--- config.mk ---
export PLATFORM = sky130hd
export DESIGN_NAME = fpd_32bit_seq_flat
export DESIGN_NICKNAME = d
export VERILOG_FILES = /design/src/rtl/fp32_pkg.sv /design/src/rtl/fpd_32bit_seq_if.sv /design/src/rtl/fpd_mant_div_iter.sv /design/src/rtl/fpd_32bit_seq.sv /design/src/flat_wrapper.sv
export SDC_FILE = /design/constraint.sdc
export NUM_CORES = 1
export LEC_CHECK = 0
export CAP_MARGIN = 0
export CORE_ASPECT_RATIO = 1.75
export CORE_MARGIN = 4
export CORE_UTILIZATION = 30
export DETAILED_ROUTE_END_ITERATION = 10
export PLACE_DENSITY = 0.6
export REMOVE_ABC_BUFFERS = 1
export SYNTH_ARGS = -nofsm -noshare
export SYNTH_HDL_FRONTEND = slang
export SYNTH_HIERARCHICAL = 1
export SYNTH_SLANG_ARGS = --single-unit
--- constraint.sdc ---
create_clock -name clk -period 3.41 [get_ports clk]
set_clock_uncertainty 0.2 [all_clocks]
set_input_delay 0.8525 -clock clk [delete_from_list [all_inputs] [get_ports clk]]
set_output_delay 0.8525 -clock clk [all_outputs]
set_load 0.02 [all_outputs]
--- src/rtl/fp32_pkg.sv ---
// Shared single-precision field constants, FSM states and operand classes
// for the sequential FP divider.
package fp32_pkg;
  localparam int          BIAS    = 127;
  localparam int          EXP_MAX = 255;
  localparam int unsigned EXP_W   = 8;
  localparam int unsigned MAN_W   = 23;
  localparam logic [31:0] QNAN    = 32'h7FC00000;

  typedef enum logic [1:0] {ST_IDLE, ST_DIV, ST_NORM, ST_DONE} state_t;
  typedef enum logic [1:0] {CL_ZERO, CL_NORM, CL_INF, CL_NAN} cls_t;
endpackage

--- src/rtl/fpd_32bit_seq_if.sv ---
// Start/busy/done handshake and operand/result bus of the FP divider.
interface fpd_32bit_seq_if;
  logic        start;
  logic [31:0] x1;
  logic [31:0] x2;
  logic        busy;
  logic        done;
  logic [31:0] x3;
  logic        div_by_zero;
  logic        invalid;
  logic        overflow;
  logic        underflow;

  modport master (output start, x1, x2,
                  input  busy, done, x3, div_by_zero, invalid, overflow, underflow);
  modport slave  (input  start, x1, x2,
                  output busy, done, x3, div_by_zero, invalid, overflow, underflow);
endinterface

--- src/rtl/fpd_mant_div_iter.sv ---
// Restoring mantissa divider: {1,m1}/{1,m2}, one quotient bit per step, MSB first.
module fpd_mant_div_iter #(
  parameter int unsigned QBITS = 26
) (
  input  logic             clk,
  input  logic             rst_n,
  input  logic             load,
  input  logic             step,
  input  logic [22:0]      m1,
  input  logic [22:0]      m2,
  output logic             last,
  output logic             rem_zero,
  output logic [QBITS-1:0] quo
);
  localparam int unsigned      CW      = $clog2(QBITS);
  localparam logic [CW-1:0]    CNT_END = CW'(QBITS - 1);

  logic [24:0]   rem;
  logic [23:0]   dvs;
  logic [CW-1:0] cnt;
  logic [25:0]   diff;
  logic [24:0]   rem_nxt;
  logic          qbit;

  always_comb begin
    diff    = {1'b0, rem} - {2'b00, dvs};
    qbit    = ~diff[25];
    rem_nxt = qbit ? diff[24:0] : rem;
  end

  always_ff @(posedge clk or negedge rst_n) begin
    if (!rst_n) begin
      rem <= '0;
      dvs <= '0;
      cnt <= '0;
      quo <= '0;
    end else if (load) begin
      rem <= {2'b01, m1};
      dvs <= {1'b1, m2};
      cnt <= '0;
      quo <= '0;
    end else if (step) begin
      rem <= rem_nxt << 1;
      cnt <= cnt + CW'(1);
      quo <= {quo[QBITS-2:0], qbit};
    end
  end

  assign last     = (cnt == CNT_END);
  assign rem_zero = (rem == '0);
endmodule

--- src/rtl/fpd_32bit_seq.sv ---
// Iterative IEEE-754 single-precision divider x3 = x1 / x2 (denormals as zero).
// Define FPD_ROUND_NEAREST_EN for round-to-nearest-even; default truncates.
module fpd_32bit_seq
  import fp32_pkg::*;
#(
  parameter int unsigned QBITS     = 26,
  parameter logic [31:0] NAN_VALUE = QNAN
) (
  input logic             clk,
  input logic             rst_n,
  fpd_32bit_seq_if.slave  bus
);
  localparam logic signed [9:0] E_BIAS = 10'(BIAS);
  localparam logic signed [9:0] E_MAX  = 10'(EXP_MAX);

  state_t state, state_next;
  cls_t   c1, c2;

  logic              sign_r;
  logic signed [9:0] exp_r;
  logic [31:0]       x3_r;
  logic              dbz_r, inv_r, ovf_r, unf_r;

  logic              s_in, special, spec_inv, spec_dbz;
  logic [31:0]       spec_x3;
  logic              div_load, div_step, div_last, rem_zero;
  logic [QBITS-1:0]  quo;

  logic [QBITS-1:0]  q_n;
  logic signed [9:0] e_n;
  logic [MAN_W-1:0]  mant;
  logic [31:0]       norm_x3;
  logic              norm_ovf, norm_unf;
`ifdef FPD_ROUND_NEAREST_EN
  logic              guard, sticky;
  logic [MAN_W:0]    man_inc;
`endif

  function automatic cls_t classify(input logic [31:0] v);
    if (v[30:23] == '0)      return CL_ZERO;
    else if (v[30:23] == '1) return (v[22:0] != '0) ? CL_NAN : CL_INF;
    else                     return CL_NORM;
  endfunction

  always_comb begin
    c1       = classify(bus.x1);
    c2       = classify(bus.x2);
    s_in     = bus.x1[31] ^ bus.x2[31];
    spec_inv = (c1 == CL_NAN) || (c2 == CL_NAN) ||
               (c1 == CL_ZERO && c2 == CL_ZERO) || (c1 == CL_INF && c2 == CL_INF);
    spec_dbz = (c1 == CL_NORM) && (c2 == CL_ZERO);
    special  = !(c1 == CL_NORM && c2 == CL_NORM);
    if (spec_inv)                           spec_x3 = NAN_VALUE;
    else if (c1 == CL_INF || c2 == CL_ZERO) spec_x3 = {s_in, 8'hFF, 23'd0};
    else                                    spec_x3 = {s_in, 31'd0};
  end

  always_ff @(posedge clk or negedge rst_n) begin
    if (!rst_n) state <= ST_IDLE;
    else        state <= state_next;
  end

  always_comb begin
    state_next = state;
    div_load   = 1'b0;
    div_step   = 1'b0;
    case (state)
      ST_IDLE: if (bus.start) begin
        state_next = special ? ST_DONE : ST_DIV;
        div_load   = !special;
      end
      ST_DIV: begin
        div_step = 1'b1;
        if (div_last) state_next = ST_NORM;
      end
      ST_NORM: state_next = ST_DONE;
      ST_DONE: state_next = ST_IDLE;
      default: state_next = ST_IDLE;
    endcase
  end

  fpd_mant_div_iter #(.QBITS(QBITS)) u_div (
    .clk      (clk),
    .rst_n    (rst_n),
    .load     (div_load),
    .step     (div_step),
    .m1       (bus.x1[22:0]),
    .m2       (bus.x2[22:0]),
    .last     (div_last),
    .rem_zero (rem_zero),
    .quo      (quo)
  );

  // A quotient MSB of 0 means m1 < m2: renormalise by one place and borrow from e.
  always_comb begin
    q_n  = quo[QBITS-1] ? quo : {quo[QBITS-2:0], 1'b0};
    e_n  = quo[QBITS-1] ? exp_r : exp_r - 10'sd1;
    mant = q_n[QBITS-2 -: MAN_W];
`ifdef FPD_ROUND_NEAREST_EN
    guard   = q_n[QBITS-2-MAN_W];
    sticky  = !rem_zero;
    man_inc = {1'b0, mant} + 24'd1;
    if (guard && (sticky || mant[0])) begin
      if (man_inc[MAN_W]) begin
        mant = '0;
        e_n  = e_n + 10'sd1;
      end else begin
        mant = man_inc[MAN_W-1:0];
      end
    end
`endif
    norm_ovf = 1'b0;
    norm_unf = 1'b0;
    if (e_n >= E_MAX) begin
      norm_ovf = 1'b1;
      norm_x3  = {sign_r, 8'hFF, 23'd0};
    end else if (e_n <= 10'sd0) begin
      norm_unf = 1'b1;
      norm_x3  = {sign_r, 31'd0};
    end else begin
      norm_x3  = {sign_r, e_n[EXP_W-1:0], mant};
    end
  end

  always_ff @(posedge clk or negedge rst_n) begin
    if (!rst_n) begin
      sign_r <= 1'b0;
      exp_r  <= '0;
      x3_r   <= '0;
      dbz_r  <= 1'b0;
      inv_r  <= 1'b0;
      ovf_r  <= 1'b0;
      unf_r  <= 1'b0;
    end else if (state == ST_IDLE && bus.start) begin
      sign_r <= s_in;
      exp_r  <= $signed({2'b00, bus.x1[30:23]}) - $signed({2'b00, bus.x2[30:23]}) + E_BIAS;
      dbz_r  <= special && spec_dbz;
      inv_r  <= special && spec_inv;
      ovf_r  <= 1'b0;
      unf_r  <= 1'b0;
      if (special) x3_r <= spec_x3;
    end else if (state == ST_NORM) begin
      x3_r  <= norm_x3;
      ovf_r <= norm_ovf;
      unf_r <= norm_unf;
    end
  end

  assign bus.busy        = (state == ST_DIV) || (state == ST_NORM);
  assign bus.done        = (state == ST_DONE);
  assign bus.x3          = x3_r;
  assign bus.div_by_zero = dbz_r;
  assign bus.invalid     = inv_r;
  assign bus.overflow    = ovf_r;
  assign bus.underflow   = unf_r;
endmodule

--- src/flat_wrapper.sv ---
// flat-port wrapper written by rule: the top's interface ports become plain ports
module fpd_32bit_seq_flat import fp32_pkg::*;
#(
  parameter int unsigned QBITS     = 26,
  parameter logic [31:0] NAN_VALUE = QNAN
)
  (clk, rst_n, bus_start, bus_x1, bus_x2, bus_busy, bus_done, bus_x3, bus_div_by_zero, bus_invalid, bus_overflow, bus_underflow);
  fpd_32bit_seq_if bus_i ();
  input logic clk;
  input logic rst_n;
  input wire logic [$bits(bus_i.start)-1:0] bus_start;
  input wire logic [$bits(bus_i.x1)-1:0] bus_x1;
  input wire logic [$bits(bus_i.x2)-1:0] bus_x2;
  output wire logic [$bits(bus_i.busy)-1:0] bus_busy;
  output wire logic [$bits(bus_i.done)-1:0] bus_done;
  output wire logic [$bits(bus_i.x3)-1:0] bus_x3;
  output wire logic [$bits(bus_i.div_by_zero)-1:0] bus_div_by_zero;
  output wire logic [$bits(bus_i.invalid)-1:0] bus_invalid;
  output wire logic [$bits(bus_i.overflow)-1:0] bus_overflow;
  output wire logic [$bits(bus_i.underflow)-1:0] bus_underflow;
  assign bus_i.start = bus_start;
  assign bus_i.x1 = bus_x1;
  assign bus_i.x2 = bus_x2;
  assign bus_busy = bus_i.busy;
  assign bus_done = bus_i.done;
  assign bus_x3 = bus_i.x3;
  assign bus_div_by_zero = bus_i.div_by_zero;
  assign bus_invalid = bus_i.invalid;
  assign bus_overflow = bus_i.overflow;
  assign bus_underflow = bus_i.underflow;
  fpd_32bit_seq #(.QBITS(QBITS), .NAN_VALUE(NAN_VALUE)) u_core (.clk(clk), .rst_n(rst_n), .bus(bus_i));
endmodule
* Yosys cells after proc, flatten, opt, wreduce, memory -nomap -nowiden
Index checks and enable logic that the tools add are counted.
** Cells by class
- Add/subtract/negate cells :: 5
- Equality and inequality tests :: 15
- Multiplexer cells :: 36
- Bitwise gates (word level) :: 2
- $lt $le $gt $ge :: 2
- Reduce and logical (&&, ||, !) cells :: 24
** Operator list (number)
- 2-to-1 mux 32 bit :: 4
- 2-to-1 mux 31 bit :: 3
- 2-to-1 mux 25 bit :: 3
- 2-to-1 mux 26 bit :: 2
- nonzero test 23 bit :: 2
- subtractor 25 x 24 -> 26 bit :: 1
- 2-to-1 mux 24 bit :: 1
- == test 8 bit, second input constant :: 2
- zero test 8 bit :: 2
- 2-to-1 mux 2 bit :: 7
- == test 2 bit, second input constant :: 6
- 2-to-1 mux 1 bit :: 12
- adder 10 x 8 -> 10 bit, second input constant :: 1
- greater-or-equal comparator 10 x 9 -> 1 bit, second input constant :: 1
- less-or-equal comparator 10 x 1 -> 1 bit, second input constant :: 1
- 2-to-1 mux 10 bit :: 1
- 2-to-1 mux 5 bit :: 2
- subtractor 10 x 2 -> 10 bit, second input constant :: 1
- subtractor 8 x 8 -> 9 bit :: 1
- case mux 2 bit (4 select lines) :: 1
- logical AND 1 bit :: 7
- == test 2 x 1 -> 1 bit, second input constant :: 3
- zero test 2 bit :: 3
- adder 5 x 1 -> 5 bit, second input constant :: 1
- 9 further kinds :: 16
** Storage, ports and cells
- Output and inout port bits :: 38
- Logic and storage cells :: 96
- Register bits after elaboration :: 129
- Input port bits :: 67

* Depth between registers and ports, before layout
- Word-level depth :: 11
- Mapped depth :: 14
- Depth with buffers taken out :: 12

* Modules after synthesis
The synthesis kept the hierarchy.
** Modules (own cells, without submodules)
- fpd_mant_div_iter :: cells an instance 547, seq. area each 2001.9 µm², area each 4971.0 µm², times used 1
- fpd_32bit_seq :: cells an instance 350, seq. area each 1226.2 µm², area each 3258.1 µm², times used 1

* Worst setup path after synthesis
OpenSTA, ideal clock, no wires.
- Kind :: register to register
- Start point :: reg u_core.u_div.rem[6]
- End point :: reg u_core.u_div.rem[21]
- Stages on the path, launching flop included :: 13
- Data arrival time :: 2.662 ns
- Slack :: 0.424 ns
- Path buffers :: 2
- Period minus slack after synthesis :: 2.986 ns
- Library setup time :: 0.124 ns
- Data required time :: 3.086 ns
- Cells stage by stage :: dfrtp_1 -> ha_1 -> buf_6 -> a21o_1 -> a311o_1 -> a41o_1 -> a31o_1 -> and2_4 -> a31o_2 -> buf_6 -> nand2_1 -> a21oi_1 -> a211o_1
** On the way
- Cells in the longest elaborated chain, start to end :: 4
** RTL lines
- start: declaration :: line fpd_mant_div_iter.sv:18 : logic [24:0] rem;
- start signal: assignment :: line fpd_mant_div_iter.sv:38 : rem <= {2'b01, m1};
- start signal: assignment :: line fpd_mant_div_iter.sv:43 : rem <= rem_nxt << 1;
- subtractor 25 x 24 -> 26 bit :: line fpd_mant_div_iter.sv:26 : diff = {1'b0, rem} - {2'b00, dvs};
- 2-to-1 mux 24 bit :: line fpd_mant_div_iter.sv:28 : rem_nxt = qbit ? diff[24:0] : rem;
- 2-to-1 mux 25 bit :: line fpd_mant_div_iter.sv:42 : end else if (step) begin
- 2-to-1 mux 25 bit :: line fpd_mant_div_iter.sv:37 : end else if (load) begin
Every way passes these cells. The select of a mux whose other input is x is not followed.
A chain may end at the register's enable or synchronous reset.

* Final worst setup path
- Start point :: reg u_core.u_div.rem[8]
- End point :: reg u_core.u_div.rem[12]
Same word-level chain as after synthesis.

==> results_dict.tcl <==
set metrics [dict create \
    vdd_drop_max_mv 0.610 \
    die_w_um 133 \
    cts_sinks 129 \
    worstSetupPathType "reg -> reg" \
    placed_cells 1323 \
    cts_made_buffers 17 \
    grt_pass1_vias 7173 \
    worstMarginPinSlew_ps 636 \
    clk_latency_ps 430 \
    wl_um 22100 \
    die_h_um 226 \
    endpoint_kind "flop" \
    r2r_start "u_core/u_div/rem[8]$_DFFE_PN0P_" \
    layout.cells.non_filler 1355 \
    nets 1128 \
    antennaDiodeCount 0 \
    antenna_found_initial 0 \
    ios 105 \
    layout_min_cycle_time_ps 3270 \
    syn_area_per_cell_um2 9.22 \
    worstPathRequired_ps 3530 \
    overflow 0 \
    utilization_pct 38.9 \
    h-tree-depth 4 \
    reg2reg_slack_ps 140 \
    start_util_pct 30.6 \
    grt_first_pass_wirelength_um 36200 \
    gp_congestion 0.886 \
    setup_tns_ps 0 \
    vias_per_cell 5.10 \
    drive_gt1_share_pct 13.5 \
    critPathMaxFanout 25 \
    setup_viol 0 \
    netlist_instances 887 \
    design_area_um2 10400 \
    row_count 79 \
    hold_viol 0 \
    timing.hold.ws_ps 112 \
    post_cts_resized 0 \
    cts_tree "yes" \
    syn-cell-area_um2 8170 \
    ys_warn_count 6 \
    r2r-end "u_core/u_div/rem[12]$_DFFE_PN0P_" \
    drtAntennaViolNets 0 \
    grt_max_degree 87 \
    clk_pin_slew_ps 70 \
    core_area_um2 26700 \
    cts-root-buf "clkbuf_16" \
    grt_use_total_pct 15.1 \
    drcViolationCount 0 \
    route.vias.total 6910 \
    wire_per_inst_um 16.3 \
    hp-class "in -> async" \
    p_leak_nw 4.53 \
    fmax_mhz 306 \
    maxSlewViolCount 0 \
    cp_data_arrival_time_ps 3390 \
    portBuffers 104 \
    post_cts_buffers 0 \
    maxCapViolations 0 \
    synthToLayoutAreaGrowth_pct 27.1 \
    cts_buffer_depth 2 \
    dpl_cell_area_um2 9780 \
    die_area_um2 30100 \
    firstDrtPassIters 4 \
    rr_worst_depth 9 \
    period_share_pct 95.9 \
    powerDensity_nw_per_um2 1090 \
    cts_hold_buffers 0 \
    start_kind "flop" \
    hpwl_um 17000 \
    grt_setup_unrepaired "false" \
    status "finished, final reports clean" \
    drt_iter0_markers 250 \
    slew_headroom_pct 57.6 \
]
[layout make-up]
type,count,area [µm²]
fillers,2717,16300
clock inverters,12,148
clock buffers,20,457
inverters,51,191
multi-input cells,666,4500
flip-flops and latches,129,3230
well taps,324,405
repair buffers,153,1460
[worst max path at each step]
| stage | startpoint | endpoint | slack [ps] | cells after the start |
|---|---|---|---|---|
| 2_1_floorplan | bus_x2[24] | u_core/u_div/rem[21]$_DFFE_PN0P_ | -1410 | 8 |
| 3_3_place_gp | bus_x2[23] | u_core/exp_r[8]$_DFFE_PN0P_ | -180 | 11 |
| 3_5_place_dp | bus_x2[23] | u_core/exp_r[8]$_DFFE_PN0P_ | -210 | 11 |
| 4_1_cts | u_core/u_div/rem[0]$_DFFE_PN0P_ | u_core/u_div/rem[21]$_DFFE_PN0P_ | 150 | 13 |
| 5_1_grt | bus_x2[23] | u_core/exp_r[9]$_DFFE_PN0P_ | 5 | 11 |
| 6_report | u_core/u_div/rem[8]$_DFFE_PN0P_ | u_core/u_div/rem[12]$_DFFE_PN0P_ | 140 | 9 |
[registers in the layout (all words and copies together) (netlist names)]
name,count
u_core/u_div/cnt,5
u_core/bus.overflow,1
u_core/sign_r,1
u_core/u_div/dvs,24
u_core/u_div/rem,25
u_core/bus.underflow,1
u_core/exp_r,10
u_core/state,2
u_core/bus.div_by_zero,1
u_core/bus.invalid,1
u_core/u_div/quo,26
u_core/bus.x3,32
[worst max-delay path, stage by stage, from the launching register on]
cell      delay (ps)
dfrtp_1          410
ha_1             390
a21o_2           240
a311o_1          300
a41o_1           250
a31o_1           210
and2_4           170
a31o_2           450
mux2i_1          220
a221oi_1         310
[metal layers]
| metal | global-route usage [%] | share of wire [%] |
|---|---|---|
| met1 | 15.7 | 38 |
| met2 | 29.6 | 56 |
| met3 | 2.49 | 2.6 |
| met4 | 6.71 | 3.1 |
| met5 | 0 | 0 |
[stage by stage]
| step | power, W | setup slack (ps) |
|---|---|---|
| global route | 0.0122 | 4.90 |
| global placement | 0.00930 | -177 |
| CTS | 0.0114 | 153 |
| finish | 0.0113 | 141 |
| detailed placement | 0.00941 | -213 |
| floorplan | 0.00738 | -1410 |
[power by group]
part	total [W]	switching, W	internal (W)
registers	0.00270	0.000509	0.00219
logic	0.00669	0.00374	0.00295
clock network	0.00189	0.000755	0.00113
[layout by cell type (no fill, tap or decap), drive strengths merged, types with 15 or more instances in the layout]
cell,n
clkdlybuf4s50,103
nor2,91
a311oi,15
inv,57
buf,50
clkbuf,20
nor3,16
xor2,18
mux2i,51
dfrtp,129
nand2,112
xnor2,23
ha,41
o21ai,77
a21o,24
a21oi,44
Power figures use the tool's default switching activity.
==> edit 1: new RTL, config.mk and constraints unchanged <==
Make the reset (`rst_n`) synchronous in 3 clocked blocks.
--- a/src/rtl/fpd_mant_div_iter.sv
+++ b/src/rtl/fpd_mant_div_iter.sv
@@ -28,7 +28,7 @@
     rem_nxt = qbit ? diff[24:0] : rem;
   end
 
-  always_ff @(posedge clk or negedge rst_n) begin
+  always_ff @(posedge clk) begin
     if (!rst_n) begin
       rem <= '0;
       dvs <= '0;
--- a/src/rtl/fpd_32bit_seq.sv
+++ b/src/rtl/fpd_32bit_seq.sv
@@ -55,7 +55,7 @@
     else                                    spec_x3 = {s_in, 31'd0};
   end
 
-  always_ff @(posedge clk or negedge rst_n) begin
+  always_ff @(posedge clk) begin
     if (!rst_n) state <= ST_IDLE;
     else        state <= state_next;
   end
@@ -122,7 +122,7 @@
     end
   end
 
-  always_ff @(posedge clk or negedge rst_n) begin
+  always_ff @(posedge clk) begin
     if (!rst_n) begin
       sign_r <= 1'b0;
       exp_r  <= '0;
Check against the original RTL: differs if rst_n is asserted again (counterexample within 4 cycles, from zero or initial values and one cycle with rst_n low); with rst_n held inactive, the same outputs for 10 cycles.
==> edit 1 against the unedited design <==
Routed wire length grew 7.8%. Maximum frequency shrank 0.28%. Final area grew 0.83%. Sequential cell count is the same. Power shrank 12%. Setup slack lost 0.0093 ns. Synthesized area shrank 2.8%. Critical endpoint is now u_core/u_div/rem[23]. Largest power group unchanged.
==> edit 1: results (changes against the unedited design) <==
Clock tree
The number of buffers added for setup after CTS came to 0 (unchanged). The maximum root-to-sink buffer count came to 2 (unchanged). The register clock-pin slew on the reported worst setup and hold paths is 0.06 ns. The number of H-tree levels came to 4 (unchanged). The clock tree root buffer cell is clkbuf_16. The clock buffer count from CTS is 17 (unchanged). The insertion delay of the later-clocked pin in the worst-skew pair came to 0.43 ns (about the same).

Detailed routing
The post-detailed-route via-to-cell ratio was 5.180 (+1.6%). The DRC marker count from the first detailed-route iteration is 378 (+51%). The average wire per cell in the routed design came to 16.48 microns (+1.0%). The number of search-and-repair iterations in the first detailed-routing pass is 5 (+1). The post-detailed-routing wire length is 23,820 microns (+7.8%).

GRT
The number of antenna violations at the first check in global routing is 0 (unchanged). The number of global-route vias before repair came to 7,273 (+1.4%). The pin count of the biggest net entering global routing is 34 (-61%). The wire length of the first global-routing pass is 37,600 microns (+3.9%). The combined global-route utilization of all metal layers is 0.1639 (+0.01238).

Setup path
The worst register-to-register path ends at u_core/u_div/rem[23]. The critical path's largest stage delay is 0.45 ns (about the same). The start of the worst register-to-register path is u_core/u_div/rem[0]. The path depth of the worst reg2reg path is 11 (+2).

The worst endpoint data arrival time is 3.42 ns (+0.03 ns). The slowest cell on the critical path is a2111oi_0. The worst setup slack for register-to-register paths is 0.13 ns.

The worst setup path is of the reg2reg kind. The largest fanout of any net on the critical path is 3 (-88%).

Place
The final RePlAce weighted congestion is 0.8672 (-2.1%). The number of instances in the placed design is 1,414 (+6.9%). The placement-stage cell area is 9849 sq um (+0.73%). The half-perimeter wire length of the detailed placement result is 18,710 microns (+9.8%). The number of buffers inserted by port buffering is 104 (unchanged).

Layout
The antenna diode count came to 0 (unchanged). The number of nets at the end of the flow came to 1,223 (+8.4%). The flip-flop count of the largest register after layout is 32 (unchanged). The layout cell share with drive strength beyond 1 was 0.1492 (+0.01438).

Synthesis
The total number of yosys warnings was 6 (unchanged). The number of cells produced by synthesis is 954 (+7.6%).

Pwr
The static leakage is 4.050 nW (-11%). The worst IR drop on VDD was 396.7 uV (-35%).

Timing
The max-slew headroom at the worst pin is 0.6277 (+0.05172). The number of max-slew violations in the final report was 0 (unchanged). The setup TNS came to 0 ns (unchanged).

Status
The run finished with clean final reports.

Worst hold path
The worst min-delay path category is reg2reg. The hold path startpoint is u_core/bus.x3[20].

Floorplanning
The die area was 29,250 sq um (-2.7%).
edit 1: cell count changes in the layout (fill, tap and decap cells not counted), sizes merged, moves of 16 or more:
cell and change:
a21o -16, nand2 -45, dfxtp +129, nand3 +18, dfrtp -129, mux2i +23
a211oi +17, buf +42
edit 1: metrics by stage:
| step | total power, mW | util | setup slack, ns |
|---|---|---|---|
| 6_report | 9.892 | 0.4019 | 0.1318 |
| 4_1_cts | 9.914 | 0.4015 | 0.1518 |
| 3_5_place_dp | 7.931 | 0.3780 | -0.2954 |
| 5_1_grt | 10.60 | 0.4019 | 0.001532 |
| 3_3_place_gp | 7.916 | 0.3780 | -0.2423 |
| 2_1_floorplan | 6.046 | - | -1.411 |
edit 1: timing repair:
item / 4_1_cts / 5_1_grt
hold buffers: 0 / 0
resized for setup: 0 / 5
endpoints found under the setup margin: 0 / 3
edit 1: layer usage:
metal | wire length [microns] | vias up | track usage
met2 | 13310 | 170 | 0.3130
li1 | - | 3772 | -
met4 | 858 | 0 | 0.07738
met1 | 9010 | 3508 | 0.1697
met5 | 0 | - | 0
met3 | 644 | 40 | 0.02108
edit 1: final cells by class:
| class | instances | area, sq um |
|---|---|---|
| inverter | 59 | 221.5 |
| clock buffer | 22 | 464.2 |
| clock inverter | 10 | 148.9 |
| fill | 2671 | 15580 |
| timing repair buffer | 196 | 1769 |
| sequential | 129 | 2582 |
| tap | 320 | 400.4 |
| multi-input combinational | 710 | 4886 |
edit 1: report_power, final:
group	switching, mW	internal [mW]
sequential	0.253	1.81
clock	0.719	1.20
combinational	3.39	2.51
edit 1: how the worst min path moves through the flow:
stage,to,slack [ns],depth (start not counted)
finish,u_core/bus.x3[20],0.25,2
global route,u_core/bus.x3[5],0.27,2
CTS,u_core/bus.x3[20],0.25,2
detailed placement,u_core/bus.x3[20],0.24,2
global placement,u_core/bus.x3[18],0.24,2
floorplan,u_core/u_div/dvs[23],0.24,2
edit 1: critical path: cells and delay by family (launching register included):
kind,cells,cell delay (ns)
AO/OA/AOI/OAI,6,1.77
adder cells (fa/ha/maj),2,0.59
flip-flops,1,0.32
AND/OR/NAND/NOR,1,0.20
buffers and inverters,2,0.12
==> edit 2: new RTL, config.mk and constraints unchanged <==
Without the edit above. `QBITS` is set to 26 in 3 places; all go to 34.
--- a/src/rtl/fpd_mant_div_iter.sv
+++ b/src/rtl/fpd_mant_div_iter.sv
@@ -1,6 +1,6 @@
 // Restoring mantissa divider: {1,m1}/{1,m2}, one quotient bit per step, MSB first.
 module fpd_mant_div_iter #(
-  parameter int unsigned QBITS = 26
+  parameter int unsigned QBITS = 34
 ) (
   input  logic             clk,
   input  logic             rst_n,
--- a/src/rtl/fpd_32bit_seq.sv
+++ b/src/rtl/fpd_32bit_seq.sv
@@ -3,7 +3,7 @@
 module fpd_32bit_seq
   import fp32_pkg::*;
 #(
-  parameter int unsigned QBITS     = 26,
+  parameter int unsigned QBITS     = 34,
   parameter logic [31:0] NAN_VALUE = QNAN
 ) (
   input logic             clk,
--- a/src/flat_wrapper.sv
+++ b/src/flat_wrapper.sv
@@ -1,7 +1,7 @@
 // flat-port wrapper written by rule: the top's interface ports become plain ports
 module fpd_32bit_seq_flat import fp32_pkg::*;
 #(
-  parameter int unsigned QBITS     = 26,
+  parameter int unsigned QBITS     = 34,
   parameter logic [31:0] NAN_VALUE = QNAN
 )
   (clk, rst_n, bus_start, bus_x1, bus_x2, bus_busy, bus_done, bus_x3, bus_div_by_zero, bus_invalid, bus_overflow, bus_underflow);
Function: same outputs for any inputs over 10 cycles, from zero or initial values and one cycle with rst_n low; that may be too few to reach the edited logic, so the function may still have changed.
==> edit 2 against the unedited design <==
Routed wire length increased by 2.0%. Synthesized area increased by 4.0%. Setup slack improved by 0.042 ns. Maximum frequency increased by 1.3%. Combinational power decreased by 4.0%. Critical endpoint is now u_core/u_div/rem[21]. Utilization increased by 0.84 points. Final area increased by 7.1%. Non-clock buffer count increased by 32. Power decreased by 3.7%. Sequential share of layout area about the same. Sequential cell count increased by 9.
==> edit 2: results (changes against the unedited design) <==
Status
The flow ran to the end, and the final reports show no timing, DRC or antenna violations.

Layout
The flip-flop count of the largest register after layout came to 34 (+6.3%). The antenna diode count is 0 (unchanged). The fill cell instance count of the final layout was 2,837 (+4.4%). The post-route non-filler standard cell count was 1,450 (+7.0%). The register bank with the most flops is u_core/u_div/quo. The layout cell share with drive strength beyond 1 is 0.1467 (+0.01188). The number of nets at the end of the flow is 1,174 (+4.1%).

Detailed routing
The DRC marker count from the first detailed-route iteration came to 287 (+15%). The number of search-and-repair iterations in the first detailed-routing pass was 5 (+1). The post-detailed-routing wire length was 22,530 microns (+2.0%). The post-detailed-route via-to-cell ratio is 4.973 (-2.5%).

Clock tree
The number of buffers added for setup after CTS was 2 (+2). The insertion delay of the later-clocked pin in the worst-skew pair is 0.43 ns (about the same). The tree is rooted in a clkbuf_16. The number of H-tree levels is 4 (unchanged). The register clock-pin slew on the reported worst setup and hold paths is 0.06 ns.

Pwr
The proportion of power drawn by combinational gates is 0.591 (-0.003). The static leakage is 4.855 nW (+7.1%). The worst IR drop on VDD is 500.3 uV (-18%). The total power is 10.86 mW (-3.7%).

The fraction of power spent switching nets is 0.4287 (-0.01527). The sequential share of power is 0.244 (+0.005).

Place
The half-perimeter wire length of the detailed placement result is 17,290 microns (+1.5%). The final RePlAce weighted congestion is 0.8658 (-2.3%). The placement-stage cell area is 10,470 sq um (+7.1%).

The pre-CTS setup slack is -0.4670 ns (-0.2543 ns). The number of instances in the placed design is 1,413 (+6.8%). The number of buffers inserted by port buffering came to 104 (unchanged).

Setup path
The largest fanout of any net on the critical path is 3 (-88%). The worst endpoint data arrival time is 3.39 ns (about the same).

Timing
The max-slew headroom at the worst pin is 0.4856 (-0.09042).

GRT
The pin count of the biggest net entering global routing was 79 (-9.2%). The combined global-route utilization of all metal layers is 0.1473 (-0.004227). The number of global-route vias before repair came to 7,315 (+2.0%). The wire length of the first global-routing pass was 36,430 microns (+0.67%).

Synthesis
The synthesized area per cell is 9.359 sq um (+1.6%).
==> edit 2: layout make-up <==
| cell class | count | area (sq um) | share of cell area |
|---|---|---|---|
| clock buffer | 20 | 456.7 | 0.04106 |
| clock inverter | 12 | 113.9 | 0.01024 |
| inverter | 53 | 198.9 | 0.01789 |
| multi-input combinational | 669 | 4652 | 0.4183 |
| sequential | 138 | 3453 | 0.3105 |
| tap | 373 | 466.7 | 0.04196 |
| timing repair buffer | 185 | 1780 | 0.1601 |
==> edit 2: final timing paths <==
kind                       slack [ns]  cells after the start           startpoint              endpoint
max                              0.18                     12  u_core/u_div/rem[0]  u_core/u_div/rem[21]
min                              0.27                      1                rst_n       u_core/exp_r[5]
max reg2reg                      0.18                     12  u_core/u_div/rem[0]  u_core/u_div/rem[21]
min reg2reg                      0.27                      2    u_core/bus.x3[14]     u_core/bus.x3[14]
max in group asynchronous        2.01                      2                rst_n  u_core/u_div/rem[19]
min in group clk                 0.27                      2    u_core/bus.x3[14]     u_core/bus.x3[14]
==> edit 2: layer usage <==
| metal | track usage | part of all wire | vias to the layer above |
|---|---|---|---|
| li1 | - | - | 3550 |
| met1 | 0.1545 | 0.38 | 3477 |
| met2 | 0.2813 | 0.55 | 143 |
| met3 | 0.02551 | 0.037 | 41 |
| met4 | 0.06400 | 0.036 | 0 |
| met5 | 0 | 0 | - |
==> edit 2: worst max-delay path: stages, from the launching register on <==
cell and delay (ns):
dfrtp_1 0.32, inv_1 0.06, ha_1 0.23, fa_1 0.41, nor2b_1 0.16, o31ai_1 0.13, a21oi_1 0.31, a311oi_1 0.19
or3_1 0.44, a311oi_1 0.30, xor2_1 0.17, mux2i_1 0.09, a21oi_1 0.14
